--- config.mk ---
export PLATFORM = sky130hd
export DESIGN_NAME = truth_table_checker_settle_counter
export DESIGN_NICKNAME = d
export VERILOG_FILES = /design/src/rtl/truth_table_checker_pkg.sv /design/src/rtl/truth_table_checker_settle_counter.sv
export SDC_FILE = /design/constraint.sdc
export NUM_CORES = 1
export LEC_CHECK = 0
export ABC_AREA = 1
export BUFFER_PORTS_ARGS = -buffer_cell sky130_fd_sc_hd__buf_2
export CAP_MARGIN = 10
export CORE_AREA = 2 2 39 41
export CTS_CLUSTER_DIAMETER = 80
export CTS_CLUSTER_SIZE = 20
export DETAILED_ROUTE_END_ITERATION = 8
export DIE_AREA = 0 0 41 43
export HOLD_SLACK_MARGIN = 0.08
export PLACE_DENSITY = 0.49
export SLEW_MARGIN = 20
export SYNTH_ARGS = -nofsm -noshare
export SYNTH_HDL_FRONTEND = slang
export SYNTH_SLANG_ARGS = --single-unit
--- constraint.sdc ---
create_clock -name clk -period 2.6 [get_ports clk]
set_clock_uncertainty 0.15 [all_clocks]
set_input_delay 0.65 -clock clk [delete_from_list [all_inputs] [get_ports clk]]
set_output_delay 0.65 -clock clk [all_outputs]
set_load 0.02 [all_outputs]
--- src/rtl/truth_table_checker_pkg.sv ---
`default_nettype none
// ============================================================================
// Module      : truth_table_checker_pkg
// Description : Shared types and constants for the truth-table checker.
//               Holds the FSM state encoding, the settle counter width
//               and golden truth tables for the two-input guide functions.
//               Table bit i is the expected output for stim == i, where
//               stim = {a, b}.
// Revision    : 1.0 - initial release
// ============================================================================
package truth_table_checker_pkg;

  typedef enum logic [1:0] {
    S_IDLE  = 2'd0,
    S_WAIT  = 2'd1,
    S_CHECK = 2'd2,
    S_DONE  = 2'd3
  } state_e;

  // Wide enough for the full legal SETTLE range of 1..15.
  localparam int SETTLE_W = 4;

  // Golden tables for the two-input guide functions.
  localparam logic [3:0] TT_AND        = 4'b1000;
  localparam logic [3:0] TT_OR         = 4'b1110;
  localparam logic [3:0] TT_NAND       = 4'b0111;
  localparam logic [3:0] TT_NOR        = 4'b0001;
  localparam logic [3:0] TT_XOR        = 4'b0110;
  localparam logic [3:0] TT_XNOR       = 4'b1001;
  localparam logic [3:0] TT_INHIBIT_AB = 4'b0100;  // a & ~b
  localparam logic [3:0] TT_INHIBIT_BA = 4'b0010;  // ~a & b

endpackage : truth_table_checker_pkg
`default_nettype wire

--- src/rtl/truth_table_checker_settle_counter.sv ---
`default_nettype none
// ============================================================================
// Module      : truth_table_checker_settle_counter
// Description : Loadable down-counter that times the settle interval
//               between driving a vector and sampling the responses.
//               expired_o is high while the count equals 1, so a caller
//               that loads and then decrements every cycle sees expired_o
//               on exactly the SETTLE-th cycle after the load.
// Ports       : clk       - clock, rising edge
//               reset     - asynchronous active-high reset
//               load_i    - load the count with SETTLE (wins over dec_i)
//               dec_i     - decrement the count (saturates at 0)
//               expired_o - count equals 1
// Revision    : 1.0 - initial release
// ============================================================================
module truth_table_checker_settle_counter
  import truth_table_checker_pkg::*;
#(
  parameter int SETTLE = 1
) (
  input  logic clk,
  input  logic reset,
  input  logic load_i,
  input  logic dec_i,
  output logic expired_o
);

  localparam logic [SETTLE_W-1:0] C_SETTLE = SETTLE_W'(SETTLE);
  localparam logic [SETTLE_W-1:0] C_ONE    = SETTLE_W'(1);

  logic [SETTLE_W-1:0] count_q;
  logic [SETTLE_W-1:0] count_d;

  always_comb begin
    count_d = count_q;
    if (load_i) begin
      count_d = C_SETTLE;
    end else if (dec_i && (count_q != '0)) begin
      count_d = count_q - C_ONE;
    end
  end

  always_ff @(posedge clk or posedge reset) begin
    if (reset) begin
      count_q <= '0;
    end else begin
      count_q <= count_d;
    end
  end

  assign expired_o = (count_q == C_ONE);

endmodule : truth_table_checker_settle_counter
`default_nettype wire

==> results.ini <==
[run_status]
outcome=finished clean

[layout]
drive_above_1_share=0.2273
nFillCells=151
synthToLayoutAreaGrowth_pct=22.12
final_cell_mix=nand2_1 (12), inv_1 (6), dfrtp_1 (4), buf_2 (4)
largestRegisters=count_q x4
nNetsFinal=53
fin_cells=60
antennaDiodeCount=0
final_common_cell=nand2_1
top_register=count_q
largest_reg_flops=4

[global_routing]
global_route.usage.met3=0.04712
antenna_found_initial=0
grtUsageMet2=0.09688
grt_start_max_net_pins=7
gr-usage-met1=0.06494
grt_pass1_vias=208
grt_pass1_wl_microns=752
grt.total_usage=0.06949
grt.busiest_layer=met2
overflow=0

[placed_design]
hpwl_microns=416.4
io_buffer_count=4
globalplace.congestion=0.6523
placed_cells=57

[sta]
finalHoldViolCount=0
finalSetupTns_ps=0
slew_headroom=0.8689
tightest_slew_ps=196.1
rsz0062_at_grt=no
min_period_ps=2007
drv_slew=0
fmax_mhz=498.3
fin_crit_sh=0.7718
finalSetupViolCount=0

[yosys]
ys_ff_latch=4
synth-seq-area-share=0.3540
netlist_area_sq_um=282.8
yosysUniqueCellTypes=11
post_synth.cell_area_avg_sq_um=7.642
syn_inst=37
synth_warnings=0
syn_nets=44

[clock_tree]
post_cts_buffers=0
cts_buffers=3
cts_resized=0
clkSlewWorstSetupHoldPaths_ps=40
cts-root-buf=clkbuf_4
cts_sinks=4
cts_buffer_depth=2
cts_tree=yes
htreeDepth=1
ctsHoldBuffers=0
clk-insertion-delay-late_ps=230

[drt]
drt_iter0_drc=1
wl_per_cell_microns=8.067
drc_errors=0
vias=226
firstDrtPassIters=2
ant_nets=0
drt-vias-per-instance=3.767
routed_wl_microns=484

[power_and_ir_drop]
netSwitchingFraction=0.3140
sequentialPowerShare=0.365
ir_drop_uv=153.0
p_leak_nw=0.1918
powerDensity_nw_per_um2=604.2
power.switching_mw=0.06552
power_frac_comb=0.275
p_int_mw=0.1431
p_clk_frac=0.360

[die]
dieArea_sq_um=1763
initial_core_util=0.2043
die_w_microns=41
num_rows=14
fp.dieH_microns=43
core_area_sq_um=1384
io_pins=5

[run]
drv_cap=0

[critical_path]
cp.arrival_ps=1210
start_kind=register
r2r_start=count_q[0]$_DFFE_PP0P_
startpoint=count_q[1]$_DFFE_PP0P_
end_kind=primary output
ff2ff_path_depth=6
critPathKind=reg -> out
crit_required_ps=1800
r2r_setup_slack_ps=1200
rr_endpoint=count_q[1]$_DFFE_PP0P_
crit_fanout=3

[worst_hold_path]
hold_class=in -> async

-- synth_stat cells --
library cell	number	area share
nor2_1	3	0.040
ha_1	3	0.13
a21oi_4	1	0.058
inv_1	6	0.080
nor3b_1	1	0.027
nand4_1	1	0.022
nor2_2	2	0.044
xor2_1	1	0.031
nand3_1	3	0.053
dfrtp_1	4	0.35
nand2_1	12	0.16
-- area by class of cell --
| cell class | count | area (sq um) | share of cell area |
|---|---|---|---|
| multi-input combinational | 27 | 160.2 | 0.4638 |
| sequential | 4 | 100.1 | 0.2899 |
| clock buffer | 3 | 22.52 | 0.06522 |
| inverter | 6 | 22.52 | 0.06522 |
| timing repair buffer | 4 | 20.02 | 0.05797 |
| tap | 16 | 20.02 | 0.05797 |
-- worst max-delay path, stage by stage, from the launching register on --
cell and delay (ps):
dfrtp_1 380, inv_1 100, ha_1 140, nor3b_1 170, buf_2 190
-- cells by family after synthesis --
kind of cell | Yosys count | synth area share
compound gates | 1 | 0.05754
xor+xnor | 1 | 0.03098
fa+ha+maj | 3 | 0.1328
buf+inv | 6 | 0.07964
flops | 4 | 0.3540
simple gates | 22 | 0.3451
-- stage by stage --
| step | util | hold WS (ps) | power (mW) | area [sq um] | worst slack [ps] |
|---|---|---|---|---|---|
| after floorplan | - | 266.1 | 0.1208 | 282.8 | 690.5 |
| after global placement | 0.2333 | 382.5 | 0.1351 | 322.8 | 865.8 |
| after detailed placement | 0.2333 | 383.4 | 0.1354 | 322.8 | 849.5 |
| after CTS | 0.2495 | 151.3 | 0.2140 | 345.3 | 589.7 |
| after global routing | 0.2495 | 159.3 | 0.2256 | 345.3 | 512.1 |
| final | 0.2495 | 148.2 | 0.2087 | 345.3 | 593.4 |
-- power groups by stage --
stage | Sequential, mW | Combinational [mW] | Clock (mW)
2_1_floorplan | 0.0754 | 0.0454 | 0
3_3_place_gp | 0.0770 | 0.0580 | 0
3_5_place_dp | 0.0770 | 0.0584 | 0
4_1_cts | 0.0762 | 0.0586 | 0.0791
5_1_grt | 0.0771 | 0.0648 | 0.0837
6_report | 0.0761 | 0.0574 | 0.0751
-- per-layer routing --
layer / vias to the layer above / wire, microns
li1: 130 / -
met4: 0 / 0
met2: 3 / 244
met1: 93 / 217
met3: 0 / 21
met5: - / 0
-- worst max-delay path by stage --
stage | to | slack, ps | cells after the start
after floorplan | expired_o | 690 | 3
after global placement | expired_o | 870 | 4
after detailed placement | expired_o | 850 | 4
after CTS | expired_o | 590 | 4
after global routing | expired_o | 510 | 4
final | expired_o | 590 | 4
(Power assumes the default switching activity.)
